**src/rtl/policy_pkg.sv**
```systemverilog
// Shared defaults, LFSR constants and FSM state encoding for policy_sel.
package policy_pkg;

    localparam int unsigned Q_WIDTH_DEF     = 8;
    localparam int unsigned N_ACTIONS_DEF   = 9;
    localparam int unsigned IDX_WIDTH_DEF   = 4;
    localparam int unsigned STATE_WIDTH_DEF = 18;

    localparam logic [15:0] LFSR_SEED_DEF = 16'hACE1;
    // Galois taps for x^16 + x^14 + x^13 + x^11 + 1 (right-shifting form)
    localparam logic [15:0] LFSR_TAPS     = 16'hB400;

    typedef enum logic [1:0] {
        ST_IDLE = 2'd0,
        ST_SCAN = 2'd1,
        ST_RESP = 2'd2
    } state_e;

endpackage

```
**src/rtl/policy_sel_if.sv**
```systemverilog
// Request/response and Q-table read-port bundle around policy_sel.
interface policy_sel_if
    import policy_pkg::*;
#(
    parameter int unsigned Q_WIDTH     = Q_WIDTH_DEF,
    parameter int unsigned N_ACTIONS   = N_ACTIONS_DEF,
    parameter int unsigned IDX_WIDTH   = IDX_WIDTH_DEF,
    parameter int unsigned STATE_WIDTH = STATE_WIDTH_DEF
);
    logic                   req_valid;
    logic                   req_ready;
    logic [STATE_WIDTH-1:0] req_state;
    logic [N_ACTIONS-1:0]   req_legal;
    logic                   req_explore;
    logic [7:0]             epsilon;

    logic                   q_rd_en;
    logic [STATE_WIDTH-1:0] q_rd_state;
    logic [IDX_WIDTH-1:0]   q_rd_action;
    logic [Q_WIDTH-1:0]     q_rd_data;

    logic                   rsp_valid;
    logic                   rsp_ready;
    logic [IDX_WIDTH-1:0]   rsp_action;
    logic [Q_WIDTH-1:0]     rsp_q;
    logic                   rsp_none;
    logic                   rsp_explored;

    // environment side: game controller plus Q-table RAM
    modport master (
        output req_valid, req_state, req_legal, req_explore, epsilon,
        output q_rd_data, rsp_ready,
        input  req_ready, q_rd_en, q_rd_state, q_rd_action,
        input  rsp_valid, rsp_action, rsp_q, rsp_none, rsp_explored
    );

    // policy_sel side
    modport slave (
        input  req_valid, req_state, req_legal, req_explore, epsilon,
        input  q_rd_data, rsp_ready,
        output req_ready, q_rd_en, q_rd_state, q_rd_action,
        output rsp_valid, rsp_action, rsp_q, rsp_none, rsp_explored
    );
endinterface

```
**src/rtl/lfsr16.sv**
```systemverilog
// Free-running 16-bit Galois LFSR, reseeded by reset.
module lfsr16 #(
    parameter logic [15:0] SEED = 16'hACE1,
    parameter logic [15:0] TAPS = 16'hB400
) (
    input  logic        clk,
    input  logic        rst,
    output logic [15:0] value
);
    logic [15:0] value_q;
    logic [15:0] value_d;

    // shift right, fold taps in when the bit shifted out is 1
    always_comb begin
        value_d = value_q >> 1;
        if (value_q[0]) begin
            value_d = (value_q >> 1) ^ TAPS;
        end
    end

    // state register
    always_ff @(posedge clk or posedge rst) begin
        if (rst) begin
            value_q <= SEED;
        end else begin
            value_q <= value_d;
        end
    end

    assign value = value_q;
endmodule

```
**src/rtl/policy_sel.sv**
```systemverilog
// Sequential epsilon-greedy action selector scanning one Q-table row.
module policy_sel
    import policy_pkg::*;
#(
    parameter int unsigned Q_WIDTH     = Q_WIDTH_DEF,
    parameter int unsigned N_ACTIONS   = N_ACTIONS_DEF,
    parameter int unsigned IDX_WIDTH   = IDX_WIDTH_DEF,
    parameter int unsigned STATE_WIDTH = STATE_WIDTH_DEF,
    parameter logic [15:0] LFSR_SEED   = LFSR_SEED_DEF
) (
    input  logic         clk,
    input  logic         rst,
    policy_sel_if.slave  bus
);
    localparam logic [IDX_WIDTH-1:0] LAST_IDX = IDX_WIDTH'(N_ACTIONS - 1);

    logic [15:0] lfsr;

    lfsr16 #(.SEED(LFSR_SEED), .TAPS(LFSR_TAPS)) u_lfsr (
        .clk   (clk),
        .rst   (rst),
        .value (lfsr)
    );

    state_e                 state_q,        state_d;
    logic                   req_ready_q,    req_ready_d;
    logic                   rsp_valid_q,    rsp_valid_d;
    logic [IDX_WIDTH-1:0]   rsp_action_q,   rsp_action_d;
    logic [Q_WIDTH-1:0]     rsp_q_q,        rsp_q_d;
    logic                   rsp_none_q,     rsp_none_d;
    logic                   rsp_explored_q, rsp_explored_d;
    logic                   q_rd_en_q,      q_rd_en_d;
    logic [STATE_WIDTH-1:0] q_rd_state_q,   q_rd_state_d;
    logic [IDX_WIDTH-1:0]   q_rd_action_q,  q_rd_action_d;
    logic [N_ACTIONS-1:0]   legal_q,        legal_d;
    logic                   explore_hit_q,  explore_hit_d;
    logic [IDX_WIDTH-1:0]   start_q,        start_d;
    logic                   issuing_q,      issuing_d;
    logic                   eval_valid_q,   eval_valid_d;
    logic                   eval_legal_q,   eval_legal_d;
    logic [IDX_WIDTH-1:0]   eval_idx_q,     eval_idx_d;
    logic                   best_found_q,   best_found_d;
    logic [IDX_WIDTH-1:0]   best_idx_q,     best_idx_d;
    logic [Q_WIDTH-1:0]     best_val_q,     best_val_d;
    logic [IDX_WIDTH-1:0]   fst_idx_q,      fst_idx_d;
    logic [Q_WIDTH-1:0]     fst_val_q,      fst_val_d;
    logic                   exp_found_q,    exp_found_d;
    logic [IDX_WIDTH-1:0]   exp_idx_q,      exp_idx_d;
    logic [Q_WIDTH-1:0]     exp_val_q,      exp_val_d;
    logic [IDX_WIDTH-1:0]   next_idx;

    assign next_idx = IDX_WIDTH'(q_rd_action_q + 1'b1);

    // next-state: accept, issue/evaluate pipeline, response hold
    always_comb begin
        state_d        = state_q;
        req_ready_d    = req_ready_q;
        rsp_valid_d    = rsp_valid_q;
        rsp_action_d   = rsp_action_q;
        rsp_q_d        = rsp_q_q;
        rsp_none_d     = rsp_none_q;
        rsp_explored_d = rsp_explored_q;
        q_rd_en_d      = q_rd_en_q;
        q_rd_state_d   = q_rd_state_q;
        q_rd_action_d  = q_rd_action_q;
        legal_d        = legal_q;
        explore_hit_d  = explore_hit_q;
        start_d        = start_q;
        issuing_d      = issuing_q;
        eval_valid_d   = eval_valid_q;
        eval_legal_d   = eval_legal_q;
        eval_idx_d     = eval_idx_q;
        best_found_d   = best_found_q;
        best_idx_d     = best_idx_q;
        best_val_d     = best_val_q;
        fst_idx_d      = fst_idx_q;
        fst_val_d      = fst_val_q;
        exp_found_d    = exp_found_q;
        exp_idx_d      = exp_idx_q;
        exp_val_d      = exp_val_q;

        case (state_q)
            ST_IDLE: begin
                if (bus.req_valid && req_ready_q) begin
                    state_d       = ST_SCAN;
                    req_ready_d   = 1'b0;
                    legal_d       = bus.req_legal;
                    explore_hit_d = bus.req_explore && (lfsr[7:0] < bus.epsilon);
                    start_d       = IDX_WIDTH'(lfsr[15:8] % 8'(N_ACTIONS));
                    q_rd_state_d  = bus.req_state;
                    q_rd_action_d = '0;
                    q_rd_en_d     = bus.req_legal[0];
                    issuing_d     = 1'b1;
                    eval_valid_d  = 1'b0;
                    best_found_d  = 1'b0;
                    exp_found_d   = 1'b0;
                end
            end

            ST_SCAN: begin
                // column issued this cycle is evaluated when its data returns
                eval_valid_d = issuing_q;
                eval_legal_d = q_rd_en_q;
                eval_idx_d   = q_rd_action_q;

                if (issuing_q) begin
                    if (q_rd_action_q == LAST_IDX) begin
                        issuing_d     = 1'b0;
                        q_rd_en_d     = 1'b0;
                        q_rd_action_d = '0;
                    end else begin
                        q_rd_action_d = next_idx;
                        q_rd_en_d     = legal_q[next_idx];
                    end
                end

                if (eval_valid_q && eval_legal_q) begin
                    if (!best_found_q || ($signed(bus.q_rd_data) > $signed(best_val_q))) begin
                        best_idx_d = eval_idx_q;
                        best_val_d = bus.q_rd_data;
                    end
                    if (!best_found_q) begin
                        fst_idx_d = eval_idx_q;
                        fst_val_d = bus.q_rd_data;
                    end
                    best_found_d = 1'b1;
                    if (!exp_found_q && (eval_idx_q >= start_q)) begin
                        exp_found_d = 1'b1;
                        exp_idx_d   = eval_idx_q;
                        exp_val_d   = bus.q_rd_data;
                    end
                end

                if (eval_valid_q && (eval_idx_q == LAST_IDX)) begin
                    state_d     = ST_RESP;
                    rsp_valid_d = 1'b1;
                    if (!best_found_d) begin
                        rsp_none_d     = 1'b1;
                        rsp_explored_d = 1'b0;
                        rsp_action_d   = '0;
                        rsp_q_d        = '0;
                    end else if (explore_hit_q) begin
                        rsp_none_d     = 1'b0;
                        rsp_explored_d = 1'b1;
                        rsp_action_d   = exp_found_d ? exp_idx_d : fst_idx_d;
                        rsp_q_d        = exp_found_d ? exp_val_d : fst_val_d;
                    end else begin
                        rsp_none_d     = 1'b0;
                        rsp_explored_d = 1'b0;
                        rsp_action_d   = best_idx_d;
                        rsp_q_d        = best_val_d;
                    end
                end
            end

            ST_RESP: begin
                if (bus.rsp_ready) begin
                    state_d     = ST_IDLE;
                    rsp_valid_d = 1'b0;
                    req_ready_d = 1'b1;
                end
            end

            default: begin
                state_d = ST_IDLE;
            end
        endcase
    end

    // state and output registers
    always_ff @(posedge clk or posedge rst) begin
        if (rst) begin
            state_q        <= ST_IDLE;
            req_ready_q    <= 1'b1;
            rsp_valid_q    <= 1'b0;
            rsp_action_q   <= '0;
            rsp_q_q        <= '0;
            rsp_none_q     <= 1'b0;
            rsp_explored_q <= 1'b0;
            q_rd_en_q      <= 1'b0;
            q_rd_state_q   <= '0;
            q_rd_action_q  <= '0;
            legal_q        <= '0;
            explore_hit_q  <= 1'b0;
            start_q        <= '0;
            issuing_q      <= 1'b0;
            eval_valid_q   <= 1'b0;
            eval_legal_q   <= 1'b0;
            eval_idx_q     <= '0;
            best_found_q   <= 1'b0;
            best_idx_q     <= '0;
            best_val_q     <= '0;
            fst_idx_q      <= '0;
            fst_val_q      <= '0;
            exp_found_q    <= 1'b0;
            exp_idx_q      <= '0;
            exp_val_q      <= '0;
        end else begin
            state_q        <= state_d;
            req_ready_q    <= req_ready_d;
            rsp_valid_q    <= rsp_valid_d;
            rsp_action_q   <= rsp_action_d;
            rsp_q_q        <= rsp_q_d;
            rsp_none_q     <= rsp_none_d;
            rsp_explored_q <= rsp_explored_d;
            q_rd_en_q      <= q_rd_en_d;
            q_rd_state_q   <= q_rd_state_d;
            q_rd_action_q  <= q_rd_action_d;
            legal_q        <= legal_d;
            explore_hit_q  <= explore_hit_d;
            start_q        <= start_d;
            issuing_q      <= issuing_d;
            eval_valid_q   <= eval_valid_d;
            eval_legal_q   <= eval_legal_d;
            eval_idx_q     <= eval_idx_d;
            best_found_q   <= best_found_d;
            best_idx_q     <= best_idx_d;
            best_val_q     <= best_val_d;
            fst_idx_q      <= fst_idx_d;
            fst_val_q      <= fst_val_d;
            exp_found_q    <= exp_found_d;
            exp_idx_q      <= exp_idx_d;
            exp_val_q      <= exp_val_d;
        end
    end

    assign bus.req_ready    = req_ready_q;
    assign bus.rsp_valid    = rsp_valid_q;
    assign bus.rsp_action   = rsp_action_q;
    assign bus.rsp_q        = rsp_q_q;
    assign bus.rsp_none     = rsp_none_q;
    assign bus.rsp_explored = rsp_explored_q;
    assign bus.q_rd_en      = q_rd_en_q;
    assign bus.q_rd_state   = q_rd_state_q;
    assign bus.q_rd_action  = q_rd_action_q;
endmodule

```
**src/flat_wrapper.sv**
```systemverilog
// flat-port wrapper written by rule: the top's interface ports become plain ports
module policy_sel_flat import policy_pkg::*;
#(
    parameter int unsigned Q_WIDTH     = Q_WIDTH_DEF,
    parameter int unsigned N_ACTIONS   = N_ACTIONS_DEF,
    parameter int unsigned IDX_WIDTH   = IDX_WIDTH_DEF,
    parameter int unsigned STATE_WIDTH = STATE_WIDTH_DEF,
    parameter logic [15:0] LFSR_SEED   = LFSR_SEED_DEF
)
  (clk, rst, bus_req_valid, bus_req_state, bus_req_legal, bus_req_explore, bus_epsilon, bus_q_rd_data, bus_rsp_ready, bus_req_ready, bus_q_rd_en, bus_q_rd_state, bus_q_rd_action, bus_rsp_valid, bus_rsp_action, bus_rsp_q, bus_rsp_none, bus_rsp_explored);
  policy_sel_if #(.Q_WIDTH(Q_WIDTH), .N_ACTIONS(N_ACTIONS), .IDX_WIDTH(IDX_WIDTH), .STATE_WIDTH(STATE_WIDTH)) bus_i ();
  input  logic clk;
  input  logic rst;
  input wire logic [$bits(bus_i.req_valid)-1:0] bus_req_valid;
  input wire logic [$bits(bus_i.req_state)-1:0] bus_req_state;
  input wire logic [$bits(bus_i.req_legal)-1:0] bus_req_legal;
  input wire logic [$bits(bus_i.req_explore)-1:0] bus_req_explore;
  input wire logic [$bits(bus_i.epsilon)-1:0] bus_epsilon;
  input wire logic [$bits(bus_i.q_rd_data)-1:0] bus_q_rd_data;
  input wire logic [$bits(bus_i.rsp_ready)-1:0] bus_rsp_ready;
  output wire logic [$bits(bus_i.req_ready)-1:0] bus_req_ready;
  output wire logic [$bits(bus_i.q_rd_en)-1:0] bus_q_rd_en;
  output wire logic [$bits(bus_i.q_rd_state)-1:0] bus_q_rd_state;
  output wire logic [$bits(bus_i.q_rd_action)-1:0] bus_q_rd_action;
  output wire logic [$bits(bus_i.rsp_valid)-1:0] bus_rsp_valid;
  output wire logic [$bits(bus_i.rsp_action)-1:0] bus_rsp_action;
  output wire logic [$bits(bus_i.rsp_q)-1:0] bus_rsp_q;
  output wire logic [$bits(bus_i.rsp_none)-1:0] bus_rsp_none;
  output wire logic [$bits(bus_i.rsp_explored)-1:0] bus_rsp_explored;
  assign bus_i.req_valid = bus_req_valid;
  assign bus_i.req_state = bus_req_state;
  assign bus_i.req_legal = bus_req_legal;
  assign bus_i.req_explore = bus_req_explore;
  assign bus_i.epsilon = bus_epsilon;
  assign bus_i.q_rd_data = bus_q_rd_data;
  assign bus_i.rsp_ready = bus_rsp_ready;
  assign bus_req_ready = bus_i.req_ready;
  assign bus_q_rd_en = bus_i.q_rd_en;
  assign bus_q_rd_state = bus_i.q_rd_state;
  assign bus_q_rd_action = bus_i.q_rd_action;
  assign bus_rsp_valid = bus_i.rsp_valid;
  assign bus_rsp_action = bus_i.rsp_action;
  assign bus_rsp_q = bus_i.rsp_q;
  assign bus_rsp_none = bus_i.rsp_none;
  assign bus_rsp_explored = bus_i.rsp_explored;
  policy_sel #(.Q_WIDTH(Q_WIDTH), .N_ACTIONS(N_ACTIONS), .IDX_WIDTH(IDX_WIDTH), .STATE_WIDTH(STATE_WIDTH), .LFSR_SEED(LFSR_SEED)) u_core (.clk(clk), .rst(rst), .bus(bus_i));
endmodule
```
**config.mk**
```make
export PLATFORM = sky130hd
export DESIGN_NAME = policy_sel_flat
export DESIGN_NICKNAME = d
export VERILOG_FILES = /design/src/rtl/policy_pkg.sv /design/src/rtl/policy_sel_if.sv /design/src/rtl/lfsr16.sv /design/src/rtl/policy_sel.sv /design/src/flat_wrapper.sv
export SDC_FILE = /design/constraint.sdc
export NUM_CORES = 1
export LEC_CHECK = 0
export CORE_MARGIN = 8
export CORE_UTILIZATION = 59
export CTS_BUF_LIST = sky130_fd_sc_hd__clkbuf_16
export CTS_CLUSTER_DIAMETER = 150
export DETAILED_ROUTE_END_ITERATION = 8
export GPL_TIMING_DRIVEN = 0
export PLACE_DENSITY = 0.86
export RECOVER_POWER = 50
export SLEW_MARGIN = 15
export SYNTH_ARGS = -nofsm -noshare
export SYNTH_HDL_FRONTEND = slang
export SYNTH_HIERARCHICAL = 1
export SYNTH_SLANG_ARGS = --single-unit
```
**constraint.sdc**
```tcl
create_clock -name clk -period 7.7 [get_ports clk]
set_input_delay 1.54 -clock clk [delete_from_list [all_inputs] [get_ports clk]]
set_output_delay 1.54 -clock clk [all_outputs]
set_load 0.02 [all_outputs]
```
==> flow_metrics.tcl <==
set metrics [dict create \
    avgSynthCellArea_sq_um 10.29 \
    drv_cap 1 \
    reg2reg_setup_slack_ns 3.23 \
    grt_max_degree 53 \
    synthCells 580 \
    synth-xor-area-share_pct 1.174 \
    multi_input_area_sq_mm 0.002723 \
    antenna_cells 0 \
    crit_type "reg -> reg" \
    post-route-period-util_pct 57.99 \
    wl_mm 14.09 \
    crit_arrival_ns 4.77 \
    final_util_pct 76.66 \
    cts.clk_slew.worst_paths_ns 0.05 \
    p_sw_share_pct 21.54 \
    syn_to_final_growth_pct 26.10 \
    vias 4736 \
    cts_buffer_depth 2 \
    drive_above_1_share_pct 14.76 \
    overflow 0 \
    synth_fa_ha_area_share_pct 5.240 \
    grt_use_total_pct 21.98 \
    setup_viol 0 \
    coreArea_sq_mm 0.009819 \
    stdcell_count 831 \
    ys_top_cells_by_count "nand2_1 (117), dfrtp_1 (107), mux2_2 (38)" \
    portBuffers 86 \
    combPwrFrac_pct 3.8 \
    die_x_um 116.6 \
    intPower_uw 1036 \
    rsz0062_at_grt "no" \
    synth-edff-count 0 \
    first_pass_iters 5 \
    rows 36 \
    worst_setup_path_start_kind "flop" \
    clkPwrFrac_pct 50.0 \
    drv_slew 49 \
    cts_resized 0 \
    nFillCells 657 \
    clk_latency_ns 0.40 \
    synthTopCellsByArea "dfrtp_1 (45%), nand2_1 (7.4%), mux2_2 (7.2%)" \
    status "finished with violations" \
    dpl.hpwl_mm 10.08 \
    seqCellArea_sq_mm 0.002914 \
    tns_ns 0 \
    synth_most_common_cell "nand2_1" \
    synth-seq-cells 116 \
    wl_per_cell_um 16.96 \
    initial_core_util_pct 60.79 \
    vias_per_cell 5.699 \
    timing.critical_path.fanout_max 10 \
    synth_cell_types 61 \
    drc 0 \
    ys_warn_count 6 \
    hold_buffers 0 \
    leakage_uw 0.003576 \
    ys.flop_type "dfrtp_1" \
    seqPwrFrac_pct 46.2 \
    tritoncts "yes" \
    worstMarginPinSlew_ns 2.229 \
    p_total_uw 1321 \
    ys_seq_area_share_pct 48.82 \
    io-pin-count 87 \
    grt_pass1_vias 4919 \
    place_inst 800 \
    htree_levels 4 \
    synth_top_area_cell "dfrtp_1" \
    grt_pass1_wl_mm 23.38 \
    drt_iter0_markers 360 \
    synth_compound_area_share_pct 12.53 \
    die_y_um 116.6 \
    async_reset_ff_share_pct 100.0 \
    numCtsBuffers 17 \
    post-route-min-period_ns 4.465 \
    worstPathRequired_ns 8.00 \
    p_switching_uw 284.5 \
    die_area_sq_mm 0.01359 \
    antenna_found_initial 0 \
    power_density_mw_per_mm2 175.4 \
    relSlewSlack_pct -49.41 \
    cts_setup_buffers 0 \
    synth_top_family_by_area "simple AND/OR/NAND/NOR gates" \
    cts_root_buffer "clkbuf_16" \
    synth_mux_area_share_pct 12.11 \
    hold_path.class "reg -> reg" \
    skew_ns 0.008199 \
    syn_area_sq_mm 0.005969 \
    synth-simple-area-share_pct 14.55 \
    clock_sinks 116 \
    syn_nets 653 \
    ir_drop_uv 139.0 \
    fmax_mhz 223.9 \
    synth_top_area_share_pct 44.85 \
    gp_congestion 0.8759 \
    violations "capacitance limit, slew limit" \
    hold_slack_ns 0.3748 \
    nNetsFinal 759 \
    cp-end-kind "flop" \
    hold_viol 0 \
    drtAntennaViolNets 0 \
]
## worst max-delay path: stages, from the launching register on
cell,delay [ns]
dfstp_1,0.54
buf_4,0.11
clkbuf_1,0.31
nor3b_1,0.39
a21oi_1,0.09
o21a_1,0.26
ha_1,0.24
or4b_4,0.59
a21oi_4,0.28
xnor2_1,0.18
inv_1,0.09
ha_1,0.24
or3_1,0.36
mux2i_1,0.29
a21boi_0,0.15
o31ai_1,0.24
## state kept, by name, summed over array words and instances, names as in the netlist, 2 cells and up
register,count
u_core/bus.q_rd_state,18
u_core/u_lfsr/value,16
u_core/legal_q,9
u_core/best_val_q,8
u_core/bus.rsp_q,8
u_core/exp_val_q,8
u_core/fst_val_q,8
u_core/best_idx_q,4
u_core/bus.q_rd_action,4
u_core/bus.rsp_action,4
u_core/eval_idx_q,4
u_core/exp_idx_q,4
u_core/fst_idx_q,4
u_core/start_q,4
u_core/state_q,2
## per-stage QoR
step           instance area [sq um]  setup slack [ns]
6_report                        7527             3.235
5_1_grt                         7527             2.957
4_1_cts                         7528             3.332
3_5_place_dp                    7027             3.028
3_3_place_gp                    6997             2.143
2_1_floorplan                   5969             3.543
## placed cells by master, fill, tap and decap left out, drive strengths merged, types with 4 or more instances in the layout
master	count
nor2b	5
nand2	117
a21o	5
a21oi	19
inv	39
dfrtp	107
o221ai	15
ha	25
mux2	38
o21ai	27
mux2i	25
clkbuf	35
xor2	5
nand3b	4
a22oi	16
dfstp	9
clkinvlp	4
dlygate4sd3	5
nor2	14
nand3	7
nor3	5
clkinv	8
buf	19
clkdlybuf4s50	81
nand2b	9
or3	4
## layer usage
metal,vias to the layer above,global-route usage [%],wire (um),share of wire [%]
met5,-,0,0,0
met4,0,7.850,187,1.3
met3,16,8.066,1178,8.4
met2,165,37.71,6916,49
met1,2316,24.67,5808,41
li1,2239,-,-,-
## path summary, 6_finish.rpt
path	cells past startpoint	endpoint	from
worst max-delay path	15	u_core/start_q[3]	u_core/u_lfsr/value[10]
worst min-delay path	0	u_core/u_lfsr/value[8]	u_core/u_lfsr/value[9]
worst max register to register	15	u_core/start_q[3]	u_core/u_lfsr/value[10]
worst min register to register	0	u_core/u_lfsr/value[8]	u_core/u_lfsr/value[9]
max in group asynchronous	2	u_core/legal_q[0]	rst
min in group asynchronous	2	u_core/u_lfsr/value[1]	rst
## final cells by class
cell class                 instances  area share [%]
tap                              133           2.211
timing repair buffer              87           11.80
multi-input combinational        391           36.17
sequential                       116           38.71
inverter                          37           1.862
buffer                            36           2.576
clock buffer                      17           5.652
clock inverter                    14           1.014
## power groups by stage
stage,clock (uW),sequential [uW],combinational (uW)
6_report,660,611,49.7
3_5_place_dp,0,621,50.7
2_1_floorplan,0,621,16.3
5_1_grt,704,610,55.3
4_1_cts,671,611,51.2
3_3_place_gp,0,621,46.9
## cell families after synthesis
family	count (synthesis)
fa+ha+maj	25
xor+xnor	8
mux	65
buf+inv	73
flops	116
compound gates	109
simple gates	184
Note: power is estimated with default switching activity, not from simulation.
